## config.mk

```make
export PLATFORM = sky130hd
export DESIGN_NAME = instr_fetch
export DESIGN_NICKNAME = d
export VERILOG_FILES = /design/src/rtl/instr_fetch.sv
export SDC_FILE = /design/constraint.sdc
export NUM_CORES = 1
export LEC_CHECK = 0
export ABC_AREA = 1
export CELL_PAD_IN_SITES_DETAIL_PLACEMENT = 1
export CELL_PAD_IN_SITES_GLOBAL_PLACEMENT = 2
export CORE_UTILIZATION = 29
export DETAILED_ROUTE_END_ITERATION = 6
export PLACE_DENSITY_LB_ADDON = 0.1
export SLEW_MARGIN = 30
export SYNTH_ARGS = -nofsm -noshare
export SYNTH_HDL_FRONTEND = slang
export SYNTH_SLANG_ARGS = --single-unit
```

## constraint.sdc

```tcl
create_clock -name clk_i -period 4.25 [get_ports clk_i]
set_input_delay 0.85 -clock clk_i [delete_from_list [all_inputs] [get_ports clk_i]]
set_output_delay 0.85 -clock clk_i [all_outputs]
set_load 0.02 [all_outputs]
```

## src/rtl/instr_fetch.sv

```systemverilog
// instr_fetch -- program sequencer feeding the accumulator datapath.
//
// Fetches from a byte-wide synchronous program memory. Each instruction is a 3-byte
// big-endian opcode, followed by one operand byte when the opcode is LDA. The assembled
// instruction is presented to the accumulator in a one-cycle ISSUE state, which is
// stretched for as long as the consumer applies back-pressure.
//
// Every opcode other than LDA is issued without an operand. INC and DEC therefore need
// no decoding here and are not parameters of this block.
//
// Build option:
//   FETCH_HALT_EN  when defined, issuing HLT is followed by a HALT state. HALT does no
//                  reads and waits for start. When undefined, HLT is an ordinary
//                  no-operand opcode and halted_o is tied low.
//
// Parameters:
//   ADDR_W    program counter / memory address width
//   RESET_PC  PC value loaded on reset
//   LDA       load-accumulator opcode (takes one operand byte)
//   HLT       halt opcode (exists only with FETCH_HALT_EN)
//
// Ports:
//   clk_i          clock, rising edge
//   fetch_rst_i    synchronous active-high reset
//   start_i        begin fetching from current PC (honoured in IDLE/HALT only)
//   op_stall_i     consumer back-pressure, holds ISSUE
//   mem_rdata_i    program memory read data, valid the cycle after mem_rd_o
//   mem_rd_o       program memory read strobe
//   mem_addr_o     program memory address
//   opcode_o       assembled opcode, stable from one ISSUE to the next
//   op_rdy_o       high in every ISSUE cycle
//   acc_en_o       op_rdy_o & ~op_stall_i, one cycle per issued instruction
//   acc_data_in_o  LDA operand byte, 8'h00 for no-operand opcodes
//   busy_o         high outside IDLE/HALT
//   halted_o       high in HALT
module instr_fetch #(
  parameter int unsigned       ADDR_W   = 8,
  parameter logic [ADDR_W-1:0] RESET_PC = '0,
  parameter logic [23:0]       LDA      = 24'h4C4441
`ifdef FETCH_HALT_EN
  , parameter logic [23:0]     HLT      = 24'h484C54
`endif
) (
  input  logic              clk_i,
  input  logic              fetch_rst_i,
  input  logic              start_i,
  input  logic              op_stall_i,
  input  logic [7:0]        mem_rdata_i,
  output logic              mem_rd_o,
  output logic [ADDR_W-1:0] mem_addr_o,
  output logic [23:0]       opcode_o,
  output logic              op_rdy_o,
  output logic              acc_en_o,
  output logic [7:0]        acc_data_in_o,
  output logic              busy_o,
  output logic              halted_o
);

  typedef enum logic [2:0] {
    S_IDLE,
    S_REQ,
    S_CAP,
    S_ISSUE
`ifdef FETCH_HALT_EN
    , S_HALT
`endif
  } state_e;

  state_e              state_q, state_d;
  logic [ADDR_W-1:0]   pc_q, pc_d;
  logic [1:0]          cnt_q, cnt_d;
  logic [23:0]         shadow_q, shadow_d;
  logic                mem_rd_q, mem_rd_d;
  logic [ADDR_W-1:0]   mem_addr_q, mem_addr_d;
  logic [23:0]         opcode_q, opcode_d;
  logic                op_rdy_q, op_rdy_d;
  logic [7:0]          acc_data_q, acc_data_d;
  logic                busy_q, busy_d;
`ifdef FETCH_HALT_EN
  logic                halted_q, halted_d;
`endif

  // Shadow register with the freshly returned byte appended. After the third opcode
  // byte this holds the complete big-endian opcode.
  logic [23:0] shifted;
  assign shifted = {shadow_q[15:0], mem_rdata_i};

  // Next-state logic. "launch" is the common entry into REQ: issue a read of the
  // current PC. The PC itself only advances at the end of the REQ cycle.
  always_comb begin
    logic launch;
    logic enter_issue;
    launch      = 1'b0;
    enter_issue = 1'b0;
    state_d     = state_q;
    pc_d        = pc_q;
    cnt_d       = cnt_q;
    shadow_d    = shadow_q;
    mem_rd_d    = 1'b0;
    mem_addr_d  = mem_addr_q;
    opcode_d    = opcode_q;
    op_rdy_d    = op_rdy_q;
    acc_data_d  = acc_data_q;
    busy_d      = busy_q;
`ifdef FETCH_HALT_EN
    halted_d    = halted_q;
`endif

    case (state_q)
      S_IDLE: begin
        if (start_i) begin
          launch = 1'b1;
        end
      end

      S_REQ: begin
        pc_d    = pc_q + ADDR_W'(1);
        state_d = S_CAP;
      end

      S_CAP: begin
        if (cnt_q == 2'd3) begin
          // Operand byte: the shadow already holds the LDA opcode.
          opcode_d    = shadow_q;
          acc_data_d  = mem_rdata_i;
          enter_issue = 1'b1;
        end else begin
          shadow_d = shifted;
          if (cnt_q == 2'd2) begin
            if (shifted == LDA) begin
              cnt_d  = 2'd3;
              launch = 1'b1;
            end else begin
              opcode_d    = shifted;
              acc_data_d  = 8'h00;
              enter_issue = 1'b1;
            end
          end else begin
            cnt_d  = cnt_q + 2'd1;
            launch = 1'b1;
          end
        end
      end

      S_ISSUE: begin
        if (!op_stall_i) begin
          op_rdy_d = 1'b0;
`ifdef FETCH_HALT_EN
          if (opcode_q == HLT) begin
            state_d  = S_HALT;
            busy_d   = 1'b0;
            halted_d = 1'b1;
          end else begin
            launch = 1'b1;
          end
`else
          launch = 1'b1;
`endif
        end
      end

`ifdef FETCH_HALT_EN
      S_HALT: begin
        if (start_i) begin
          launch   = 1'b1;
          halted_d = 1'b0;
        end
      end
`endif

      default: begin
        state_d = S_IDLE;
      end
    endcase

    if (enter_issue) begin
      state_d  = S_ISSUE;
      op_rdy_d = 1'b1;
      cnt_d    = 2'd0;
    end

    if (launch) begin
      state_d    = S_REQ;
      mem_rd_d   = 1'b1;
      mem_addr_d = pc_q;
      busy_d     = 1'b1;
    end
  end

  // Single state/output register bank; reset takes priority over any fetch or stall.
  always_ff @(posedge clk_i) begin
    if (fetch_rst_i) begin
      state_q    <= S_IDLE;
      pc_q       <= RESET_PC;
      cnt_q      <= 2'd0;
      shadow_q   <= 24'h0;
      mem_rd_q   <= 1'b0;
      mem_addr_q <= RESET_PC;
      opcode_q   <= 24'h0;
      op_rdy_q   <= 1'b0;
      acc_data_q <= 8'h00;
      busy_q     <= 1'b0;
`ifdef FETCH_HALT_EN
      halted_q   <= 1'b0;
`endif
    end else begin
      state_q    <= state_d;
      pc_q       <= pc_d;
      cnt_q      <= cnt_d;
      shadow_q   <= shadow_d;
      mem_rd_q   <= mem_rd_d;
      mem_addr_q <= mem_addr_d;
      opcode_q   <= opcode_d;
      op_rdy_q   <= op_rdy_d;
      acc_data_q <= acc_data_d;
      busy_q     <= busy_d;
`ifdef FETCH_HALT_EN
      halted_q   <= halted_d;
`endif
    end
  end

  assign mem_rd_o      = mem_rd_q;
  assign mem_addr_o    = mem_addr_q;
  assign opcode_o      = opcode_q;
  assign op_rdy_o      = op_rdy_q;
  // Combinational so the consumer sees the enable in the same cycle it releases the stall.
  assign acc_en_o      = op_rdy_q & ~op_stall_i;
  assign acc_data_in_o = acc_data_q;
  assign busy_o        = busy_q;
`ifdef FETCH_HALT_EN
  assign halted_o      = halted_q;
`else
  assign halted_o      = 1'b0;
`endif

endmodule
```

======== After elaboration in Yosys (flattened, before gate mapping) ========
Cells that the tools add are included.
storage, ports and cells
  register bits after elaboration ......... 80
  output and inout bits ................... 45
operators by class
  bitwise logic cells ..................... 3
  reductions and logical operators ........ 11
  add/sub/neg operators ................... 2
  multiplexer cells ....................... 25
  eq/ne operators ......................... 11
operators by type and width
  operator                count
  $mux W24                3
  $eq A24 B23 Y1 const B  1
  $mux W8                 3
  $mux W1                 14
  $add A8 B1 Y8 const B   1
  $eq A3 B2 Y1 const B    2
  $mux W2                 3
  $ne A2 B1 Y1 const B    3
  $pmux W3 S2             1
  $reduce_and A3 Y1       2
  $reduce_or A3 Y1        2
  $eq A2 B2 Y1 const B    2
  $reduce_and A2 Y1       2
  $reduce_bool A2 Y1      2
  $reduce_or A2 Y1        2
  $eq A3 B1 Y1 const B    1
  $logic_not A3 Y1        1
  $ne A3 B1 Y1 const B    1
  $pmux W1 S3             1
  $add A2 B1 Y2 const B   1
  $ne A2 B2 Y1 const B    1
  $not A1 Y1              2
  $and A1 B1 Y1           1

======== Longest topological paths before layout ========
Gate-level depths: netlist of the first run.
  depth in word-level cells ............... 7
  gate-level depth with buffers ........... 11
  mapped depth without buffers ............ 11

======== Least setup slack after synthesis of the first run ========
Ideal clock, no wire load.
  path kind ............................... input to output
  start ................................... input op_stall_i
  end ..................................... output acc_en_o
  stages on the path ...................... 1
  arrival time ............................ 1.143 ns
  data required time ...................... 3.400 ns
  slack ................................... 2.257 ns
  cell sequence ........................... nor2_1
on the way
  word-level cells in the longest chain between the ends .. 2
RTL lines
  element             line  text
  start: declaration  47    input logic op_stall_i,
  $not A1 Y1          228   assign acc_en_o = op_rdy_q & ~op_stall_i;
  $and A1 B1 Y1       228
  end: declaration    53    output logic acc_en_o,
Every way passes these cells.

======== Worst setup path after layout of the first run ========
Same ends and word-level chain as after synthesis.

==> metrics.md, run 1 <==
| Metric | Value |
|---|---|
| Outcome | `completed` |
| Net count after synthesis | `between 400 and 500` |
| Detailed-route wire length | `9110 µm` |
| Maximum capacitance violations | `0` |
| Most numerous cell in the Yosys netlist | `sky130_fd_sc_hd__nand2_1` |
| TritonCTS Sinks | `just under 80` |
| Post-CTS Resized | `0` |
| Static Leakage | `roughly 0.0016 µW` |
| Cells along the critical path | `clkdlybuf4s50_1, nor2_1, clkdlybuf4s50_1` |
| YS warnings | `0` |
| Share of Yosys cell area claimed by the top area cell type | `approximately 48%` |
| Via count of the first global-routing pass | `between 3000 and 4000` |
| Maximum ir drop on the vdd rail | `around 0.28 mV` |
| DRC marker count from the first detailed-route iteration | `99` |
| Post-synthesis cell count | `approximately 440` |
| Most instantiated cells after synthesis | `sky130_fd_sc_hd__nand2_1 (96), sky130_fd_sc_hd__dfxtp_1 (79), sky130_fd_sc_hd__a21oi_1 (62)` |
| Main synth FF type | `sky130_fd_sc_hd__dfxtp_1` |
| Worst Skew | `0.00504 ns` |
| Initial cell density of the core | `between 30% and 40%` |
| Headroom to the max-slew limit | `51.6%` |
| Actual transition at the worst max-transition pin | `0.725 ns` |
| Total grt overflow | `0` |
| Post-DP Area | `roughly 3900 µm²` |
| Count of hold-fix buffers inserted at cts | `0` |
| Insertion delay of the later-clocked pin in the worst-skew pair | `0.34 ns` |
| Synthesis-to-layout area growth | `28.7%` |
| # DRC | `0` |
| R2r endpoint | `mem_addr_o[6]$_SDFFE_PP0P_` |
| Vias per std cell | `4.75` |
| Time the worst path needs with I/O delays and setup | `approximately 2.8 ns` |
| I/O pin count | `57` |
| Classification of the worst setup path | `in -> out` |
| Number of search-and-repair iterations in the first detailed-routing pass | `4` |
| First-pass GRT wire length | `15100 µm` |
| Maximum frequency from static timing analysis | `between 300 and 400 MHz` |
| Pin count of the biggest net entering global routing | `43` |
| Number of placement rows | `38` |
| Total of buffers placed on input and output ports | `55` |
| Number of nets in the final layout | `500` |
| Inst Count DP | `614` |
| Number of routed nets with antenna violations | `0` |
| Max clock buf depth | `2` |
| CTS HTree Levels | `3` |
| Number of synthesized flops with an enable pin | `0` |
| TritonCTS clock tree | `built` |
| Place WS | `1.31 ns` |
| Setup slack on the worst flop-to-flop path | `1.83 ns` |
| Hold violation count in the final report | `0` |
| Fraction of registers with async set or reset after synthesis | `0%` |
| Hold path startpoint | `acc_data_in_o[5]$_SDFFE_PP0P_` |
| Required time at the endpoint of the critical path | `approximately 3.4 ns` |
| Worst path most repeated cell | `sky130_fd_sc_hd__clkdlybuf4s50_1` |
| CP Capture Point | `acc_en_o` |
| Netlist area before placement | `3310 µm²` |
| RD Place Congestion | `0.713` |
| Count of final max-slew check failures | `0` |
| Kind of end point of the critical path | `primary output` |
| Number of antenna violations at the first check in global routing | `0` |
| Filler-free cell count of the finished design | `630` |
| Arrival time of data at the critical path endpoint | `1.98 ns` |
| Class of the worst hold path | `reg -> reg` |
| Leading post-synthesis cells by cell area | `sky130_fd_sc_hd__dfxtp_1 (48%), sky130_fd_sc_hd__nand2_1 (11%), sky130_fd_sc_hd__a21oi_1 (9.4%), sky130_fd_sc_hd__o21ai_0 (7.1%), sky130_fd_sc_hd__nand3_1 (6.8%)` |
| Routed wirelength normalized by instance count | `about 14 µm` |
| Leading area contributor after synthesis | `sky130_fd_sc_hd__dfxtp_1` |
| Antenna diodes | `0` |
| Start point of the critical path | `op_stall_i` |
| Final worst setup slack | `around 1.4 ns` |
| RSZ-0062 raised after global routing | `no` |
| Total of flip-flops plus latches after synthesis | `79` |
| Num CTS Buffers | `9` |
| Layout Cell Area excl Fill | `around 4300 µm²` |
| Global-route total usage across every layer | `between 10% and 20%` |
| Die outline area | `approximately 12000 µm²` |
| Element type at the critical path start | `primary input` |
| Clk Tree Root Cell | `sky130_fd_sc_hd__clkbuf_16` |
| Die height | `around 110 µm` |
| Largest fanout on the critical path | `2` |
| Layout cells sized above 1 | `under 10%` |
| Number of different library cells in the post-synthesis netlist | `29` |
| Die Width | `roughly 110 µm` |
| Post CTS Setup Buffer Count | `0` |
| Average size of a mapped cell | `between 7 and 8 µm²` |
| Core area | `11000 µm²` |
| Count of vias placed by the detailed router | `around 3000` |
| Share of the clock period used by the worst path | `approximately 67%` |
| Number of endpoints failing setup at the final stage | `0` |
| Largest stage delay, worst path | `around 0.60 ns` |
| Sequential area share after synthesis | `approximately 48%` |
| Clock input transition at the sequential cells of the worst setup and hold paths | `~0.06 ns` |
| Power density over the cells | `414 nW/µm²` |
| Hpwl dp | `6110 µm` |
| Worst flop-to-flop path startpoint | `cnt_q[0]$_SDFFE_PP0P_` |
| Critical path's slowest cell | `sky130_fd_sc_hd__clkdlybuf4s50_1` |
| Accumulated negative setup slack | `0 ns` |
| Reg2reg path depth | `7` |
cells by family (layout without fill, tap and decap cells):
group | after synthesis | in the layout | synth area share [%]
compound gates | 112 | 112 | 17.5
flops | 79 | 79 | 47.8
buf+inv | 57 | 106 | 7.59
fa+ha+maj | 3 | 3 | 1.13
simple gates | 189 | 189 | 26.0
other cells | 1 | 1 | 0.113
where the power goes:
part / total [µW] / switching, µW / internal [µW]
combinational: 138 / 93.2 / 45.2
clock: 841 / 306 / 534
sequential: 785 / 19.0 / 766
total: 1760 / 419 / 1350
sequential cells by signal (all words and copies together) (netlist names):
name           count
mem_addr_o         8
mem_rd_o           1
opcode_o          24
busy_o             1
shadow_q          24
pc_q               8
state_q            2
cnt_q              2
acc_data_in_o      8
op_rdy_o           1
worst min-delay path by stage:
| stage | depth (start not counted) | to |
|---|---|---|
| 5_1_grt | 2 | mem_addr_o[0]$_SDFFE_PP0P_ |
| 3_5_place_dp | 2 | opcode_o[19]$_SDFFE_PP0P_ |
| 3_3_place_gp | 2 | busy_o$_SDFFE_PP0P_ |
| 2_1_floorplan | 2 | mem_addr_o[6]$_SDFFE_PP0P_ |
| 6_report | 2 | acc_data_in_o[5]$_SDFFE_PP0P_ |
| 4_1_cts | 2 | opcode_o[19]$_SDFFE_PP0P_ |
layout by cell type (no fill, tap or decap), drive strengths merged:
cell and n:
nor3b 1, clkinv 3, nand3 45, nand2 102, buf 4, conb 1, or2 1, clkbuf 14
clkdlybuf4s50 55, o21ai 47, bufinv 1, o21a 1, a21oi 62, ha 3, a211oi 2, dfxtp 79
nor2 34, nor3 5, nand4 1, inv 29
routing by layer:
metal | up-vias | track usage [%] | wire [µm]
li1 | 1534 | - | -
met1 | 1404 | 22.1 | 4700
met2 | 45 | 26.1 | 4000
met3 | 10 | 3.89 | 277
met4 | 0 | 6.08 | 129
met5 | - | 0 | 0
metrics by stage:
stage / hold WS (ns) / power, µW / utilization (%)
after floorplan: 0.447 / 892 / -
after global placement: 0.447 / 938 / 35.8
after detailed placement: 0.453 / 943 / 35.8
after CTS: 0.463 / 1790 / 38.8
after global routing: 0.486 / 1840 / 38.8
final: 0.460 / 1760 / 38.8
layout make-up:
type,instances,area (µm²)
repair buffers,59,581
well taps,140,175
flip-flops and latches,79,1580
fillers,1341,6720
clock buffers,14,294
inverters,31,118
multi-input cells,305,1480
clock inverters,2,35.0
critical path, delay by kind of cell:
| kind | cells | cell delay (ns) |
|---|---|---|
| buf+inv | 2 | 1.03 |
| simple gates | 1 | 0.11 |
No activity file was read; power rests on OpenSTA's default activity.
==> run 2, diff against run 1 <==
- clock period: 4.25 -> 2.8 ns (I/O delays scaled with it)
==> run 2 against run 1 <==
Clock skew grew 0.0015 ns. Non-clock buffer count grew 2. Sequential cell count is the same. Sequential power grew 52%. Total power grew 52%. Via count grew 0.13%. Design area grew 0.53%. Clock power grew 52%. Critical endpoint unchanged. Largest power group unchanged.
==> metrics.md, run 2 (same netlist as run 1, synthesis figures left out) <==
| Metric | Value |
|---|---|
| Outcome | `completed` |
| Hold violation count in the final report | `0` |
| Global-route total usage across every layer | `roughly 17%` |
| Layout cells sized above 1 | `~8.3%` |
| Synthesis-to-layout area growth | `29.4%` |
| Total Power Consumption | `2680 µW` |
| Via count of the first global-routing pass | `2966` |
| Die Width | `109 µm` |
| Die height | `109 µm` |
| Maximum frequency from static timing analysis | `around 440 MHz` |
| Accumulated negative setup slack | `0 ns` |
| Core area | `roughly 11000 µm²` |
| CTS HTree Levels | `3` |
| Area of the multi-input gates | `~1500 µm²` |
| Proportion of power drawn by flip-flops and latches | `44.4%` |
| Power density over the cells | `626 nW/µm²` |
| Hpwl dp | `6050 µm` |
| Arrival time of data at the critical path endpoint | `roughly 1.7 ns` |
| Post-CTS Resized | `0` |
| DRC marker count from the first detailed-route iteration | `70` |
| Number of nets in the final layout | `~500` |
| TritonCTS clock tree | `built` |
| Comb pwr share | `8.1%` |
| Fraction of power spent switching nets | `24.0%` |
| Number of endpoints failing setup at the final stage | `0` |
| Clock share of power | `47.6%` |
| I/O pin count | `57` |
| Clk Tree Root Cell | `sky130_fd_sc_hd__clkbuf_16` |
| Number of search-and-repair iterations in the first detailed-routing pass | `4` |
| Sequential standard cell area | `1580 µm²` |
| Internal cell power | `between 2000 and 2500 µW` |
| Count of vias placed by the detailed router | `about 3000` |
| Insertion delay of the later-clocked pin in the worst-skew pair | `0.34 ns` |
| Total grt overflow | `0` |
| Initial cell density of the core | `between 30% and 40%` |
| Maximum capacitance violations | `0` |
| RD Place Congestion | `between 0.7 and 0.8` |
| Antenna diodes | `0` |
| # DRC | `0` |
| Post-DP Area | `approximately 4000 µm²` |
| Maximum ir drop on the vdd rail | `slightly below 0.4 mV` |
| Detailed-route wire length | `around 9000 µm` |
| Classification of the worst setup path | `in -> out` |
| TritonCTS Sinks | `just under 80` |
| Most frequent cells in the layout | `sky130_fd_sc_hd__nand2_1 (96), sky130_fd_sc_hd__dfxtp_1 (79), sky130_fd_sc_hd__a21oi_1 (62)` |
| Element type at the critical path start | `primary input` |
| Pin count of the biggest net entering global routing | `42` |
| Routed wirelength normalized by instance count | `about 14 µm` |
| Kind of end point of the critical path | `primary output` |
| Num CTS Buffers | `9` |
| Count of hold-fix buffers inserted at cts | `0` |
| Largest fanout on the critical path | `2` |
| Number of antenna violations at the first check in global routing | `0` |
| Class of the worst hold path | `reg -> reg` |
| Total of buffers placed on input and output ports | `55` |
| First-pass GRT wire length | `15100 µm` |
| Number of placement rows | `38` |
| Required time at the endpoint of the critical path | `between 2 and 2.5 ns` |
| RSZ-0062 raised after global routing | `no` |
| Clock input transition at the sequential cells of the worst setup and hold paths | `roughly 0.06 ns` |
| Power dissipated by switching net loads | `643 µW` |
| Share of the clock period used by the worst path | `between 80 and 90%` |
| Static Leakage | `0.00157 µW` |
| Layout Cell Area excl Fill | `roughly 4300 µm²` |
| Time the worst path needs with I/O delays and setup | `around 2.3 ns` |
| Actual transition at the worst max-transition pin | `between 0.6 and 0.7 ns` |
| Layout filler cell count | `roughly 1300` |
| Headroom to the max-slew limit | `between 50% and 60%` |
| Die outline area | `roughly 12000 µm²` |
| Worst Skew | `~0.0066 ns` |
| Count of final max-slew check failures | `0` |
| Leading cell type in the layout, fill and taps excluded | `sky130_fd_sc_hd__nand2_1` |
| Number of routed nets with antenna violations | `0` |
| Vias per std cell | `between 4 and 5` |
| Post CTS Setup Buffer Count | `0` |
| Post-route core utilization | `39.0%` |
| Max clock buf depth | `2` |
==> run 2: cell count changes in the layout (fill, tap and decap cells not counted), sizes merged <==
cell / previous run / this run
buf: 4 / 6
bufinv: 1 / 2
clkbuf: 14 / 11
clkinv: 3 / 4
clkinvlp: 0 / 1
==> run 2: worst paths after layout <==
| check | from | end | slack (ns) | depth (start not counted) |
|---|---|---|---|---|
| worst max-delay path | op_stall_i | acc_en_o | 0.54 | 3 |
| worst min-delay path | opcode_o[11]$_SDFFE_PP0P_ | opcode_o[11]$_SDFFE_PP0P_ | 0.46 | 2 |
| worst max register to register | cnt_q[1]$_SDFFE_PP0P_ | acc_data_in_o[0]$_SDFFE_PP0P_ | 1.01 | 5 |
| worst min register to register | opcode_o[11]$_SDFFE_PP0P_ | opcode_o[11]$_SDFFE_PP0P_ | 0.46 | 2 |
==> run 2: cell type report <==
class	count	share of cell area (%)
Clock buffer	11	5.66
Inverter	31	2.74
Tap cell	140	4.09
Clock inverter	5	1.90
Multi-Input combinational cell	305	34.5
Sequential cell	79	36.9
Timing Repair Buffer	61	14.2
==> run 2: critical path, cell delays in order <==
cell and delay (ns):
sky130_fd_sc_hd__clkdlybuf4s50_1 0.43, sky130_fd_sc_hd__nor2_1 0.11, sky130_fd_sc_hd__clkdlybuf4s50_1 0.60
==> run 2: power groups by stage <==
stage	sequential [µW]	combinational, µW	clock, µW
floorplan	1220	138	0
global placement	1210	216	0
detailed placement	1220	219	0
CTS	1190	221	1320
global route	1200	245	1370
finish	1190	216	1280
==> run 2: routing by layer <==
metal  wire length, µm  part of all wire [%]  GRT usage, %
met3               288                   3.2          4.48
met4                74                  0.82          4.05
met1              4570                    51          22.5
met5                 0                     0             0
met2              4100                    45          26.1
==> run 2: stage by stage <==
stage	cells	worst slack (ns)	hold slack, ns
2_1_floorplan	441	1.31	0.447
3_3_place_gp	616	0.418	0.450
3_5_place_dp	616	0.375	0.455
4_1_cts	632	0.528	0.466
5_1_grt	632	0.492	0.480
6_report	632	0.544	0.463
==> run 3, diff against run 2 <==
- CORE_UTILIZATION: 29 -> 27
- clock period: 2.8 -> 1.8 ns (I/O delays scaled with it)
==> run 3 against run 2 <==
Sequential cell count stayed put. Non-clock buffer count is 19 higher. Cell count is 4.0% higher. Setup slack worse by 0.42 ns. Total power is 62% higher. Routed wire length is 4.5% higher. Global-route usage is 0.38 points lower. Critical path type is now reg -> out. Largest cell class unchanged.
==> metrics.md, run 3 (same netlist as run 1, synthesis figures left out) <==
| Metric | Value |
|---|---|
| Buffer and inverter count on the worst path | `1` |
| Outcome | `completed` |
| Largest stage delay, worst path | `approximately 0.61 ns` |
| Core area | `about 12000 µm²` |
| Maximum ir drop on the vdd rail | `between 0.3 and 0.4 mV` |
| RD Place Congestion | `around 0.70` |
| Number of routed nets with antenna violations | `0` |
| Number of placement rows | `40` |
| Die Width | `113 µm` |
| Hpwl dp | `approximately 7000 µm` |
| Final worst setup slack | `about 0.13 ns` |
| Power density over the cells | `around 970 nW/µm²` |
| Kind of end point of the critical path | `primary output` |
| Required time at the endpoint of the critical path | `~1.4 ns` |
| Share of the clock period used by the worst path | `just over 90%` |
| Clock share of power | `48.9%` |
| First-pass GRT wire length | `around 16000 µm` |
| Leading cell type in the layout, fill and taps excluded | `sky130_fd_sc_hd__nand2_1` |
| Num CTS Buffers | `9` |
| # DRC | `0` |
| RSZ-0062 raised after global routing | `yes` |
| Power dissipated by switching net loads | `between 900 and 1000 µW` |
| Proportion of power drawn by flip-flops and latches | `42.5%` |
| Synthesis-to-layout area growth | `36.1%` |
| Total of buffers placed on input and output ports | `55` |
| Antenna diodes | `0` |
| Via count of the first global-routing pass | `between 3000 and 4000` |
| Worst flop-to-flop path startpoint | `shadow_q[11]$_SDFFE_PP0P_` |
| Arrival time of data at the critical path endpoint | `~1.3 ns` |
| Comb pwr share | `around 8.5%` |
| Worst Skew | `between 0.005 and 0.006 ns` |
| Insertion delay of the later-clocked pin in the worst-skew pair | `about 0.34 ns` |
| Largest fanout on the critical path | `3` |
| Number of nets in the final layout | `roughly 520` |
| Die outline area | `about 13000 µm²` |
| Max clock buf depth | `2` |
| Total number of cells along the worst setup path | `1` |
| Detailed-route wire length | `between 9000 and 10000 µm` |
| Count of hold-fix buffers inserted at cts | `0` |
| Place WS | `-0.233 ns` |
| DRC marker count from the first detailed-route iteration | `around 130` |
| CTS HTree Levels | `3` |
| Maximum capacitance violations | `0` |
| I/O pin count | `between 50 and 60` |
| Layout cells sized above 1 | `11.8%` |
| TritonCTS Sinks | `between 70 and 80` |
| Cells along the critical path | `clkdlybuf4s50_1` |
| Routed wirelength normalized by instance count | `14.4 µm` |
| Count of vias placed by the detailed router | `3109` |
| Post-DP Area | `between 4000 and 5000 µm²` |
| Element type at the critical path start | `flop` |
| Global-route total usage across every layer | `between 15 and 20%` |
| Most frequent cells in the layout | `sky130_fd_sc_hd__nand2_1 (95), sky130_fd_sc_hd__dfxtp_1 (79), sky130_fd_sc_hd__a21oi_1 (62)` |
| Number of endpoints failing setup at the final stage | `0` |
| Pin count of the biggest net entering global routing | `34` |
| Setup slack on the worst flop-to-flop path | `about 0.26 ns` |
| Time the worst path needs with I/O delays and setup | `between 1.5 and 2 ns` |
| Number of antenna violations at the first check in global routing | `0` |
| Clk Tree Root Cell | `sky130_fd_sc_hd__clkbuf_16` |
| Reg2reg path depth | `11` |
| Static Leakage | `~0.0017 µW` |
| Count of final max-slew check failures | `0` |
| Classification of the worst setup path | `reg -> out` |
| R2r endpoint | `acc_data_in_o[2]$_SDFFE_PP0P_` |
| Layout Cell Area excl Fill | `~4500 µm²` |
| Fin Hold WS | `around 0.46 ns` |
| Class of the worst hold path | `reg -> reg` |
| End point of the worst hold path | `acc_data_in_o[4]$_SDFFE_PP0P_` |
| Family with the most delay on the worst path | `buffers and inverters` |
| Clock input transition at the sequential cells of the worst setup and hold paths | `0.06 ns` |
| Fraction of power spent switching nets | `roughly 23%` |
| Total grt overflow | `0` |
| TritonCTS clock tree | `built` |
| Hold Path Depth | `2` |
| Number of search-and-repair iterations in the first detailed-routing pass | `4` |
| Critical path's slowest cell | `sky130_fd_sc_hd__clkdlybuf4s50_1` |
| Die height | `between 100 and 150 µm` |
| Internal cell power | `between 3000 and 4000 µW` |
| Maximum frequency from static timing analysis | `between 500 and 600 MHz` |
| Vias per std cell | `4.73` |
| Hold path startpoint | `acc_data_in_o[4]$_SDFFE_PP0P_` |
| Hold violation count in the final report | `0` |
| Initial cell density of the core | `between 20% and 30%` |
[run 3: through the flow]
| stage | instances | setup TNS, ns | total power, µW | util [%] |
|---|---|---|---|---|
| after CTS | 657 | 0 | 4420 | 37.6 |
| after global placement | 642 | -9.24 | 2260 | 34.7 |
| final | 657 | 0 | 4360 | 37.7 |
| after global routing | 657 | -0.0332 | 4560 | 37.7 |
| after floorplan | 441 | 0 | 2110 | - |
| after detailed placement | 642 | -8.64 | 2270 | 34.7 |
[run 3: final cells by class]
class | count | area, µm²
Clock buffer | 12 | 256
Clock inverter | 3 | 90.1
Fill cell | 1475 | 7450
Inverter | 31 | 118
Multi-Input combinational cell | 305 | 1490
Sequential cell | 79 | 1580
Tap cell | 147 | 184
Timing Repair Buffer | 80 | 787
[run 3: worst register-to-register path, delay by kind of cell, from the launching register on]
kind / cells / cell delay [ns]
buffers and inverters: 2 / 0.19
AND/OR/NAND/NOR: 8 / 0.78
AO/OA/AOI/OAI: 1 / 0.12
flip-flops: 1 / 0.37
[run 3: power by group through the flow]
| stage | logic [µW] | clock network (µW) | registers (µW) |
|---|---|---|---|
| global route | 422 | 2280 | 1860 |
| detailed placement | 378 | 0 | 1890 |
| global placement | 372 | 0 | 1890 |
| floorplan | 214 | 0 | 1890 |
| finish | 372 | 2130 | 1850 |
| CTS | 380 | 2190 | 1850 |
[run 3: repair_timing]
action	4_1_cts	5_1_grt
setup buffers	0	0
setup endpoints to repair	1	20
pin swaps	0	0
gates resized for setup	1	2
[run 3: worst max path at each step]
stage	slack, ns	from	endpoint
after floorplan	0.41	cnt_q[0]$_SDFFE_PP0P_	opcode_o[5]$_SDFFE_PP0P_
after global placement	-0.23	mem_rdata_i[6]	mem_addr_o[6]$_SDFFE_PP0P_
after detailed placement	-0.23	mem_rdata_i[6]	mem_addr_o[7]$_SDFFE_PP0P_
after CTS	0.1	opcode_o[6]$_SDFFE_PP0P_	opcode_o[6]
after global routing	-0.03	mem_rdata_i[4]	acc_data_in_o[2]$_SDFFE_PP0P_
final	0.13	op_rdy_o$_SDFFE_PP0P_	op_rdy_o
[run 3: per-layer routing]
metal,vias to the layer above,GRT usage [%],wire length (µm)
met5,-,0,0
met1,1470,22.2,4780
met4,0,7.47,180
met2,51,24.7,4190
met3,11,3.27,297
li1,1577,-,-
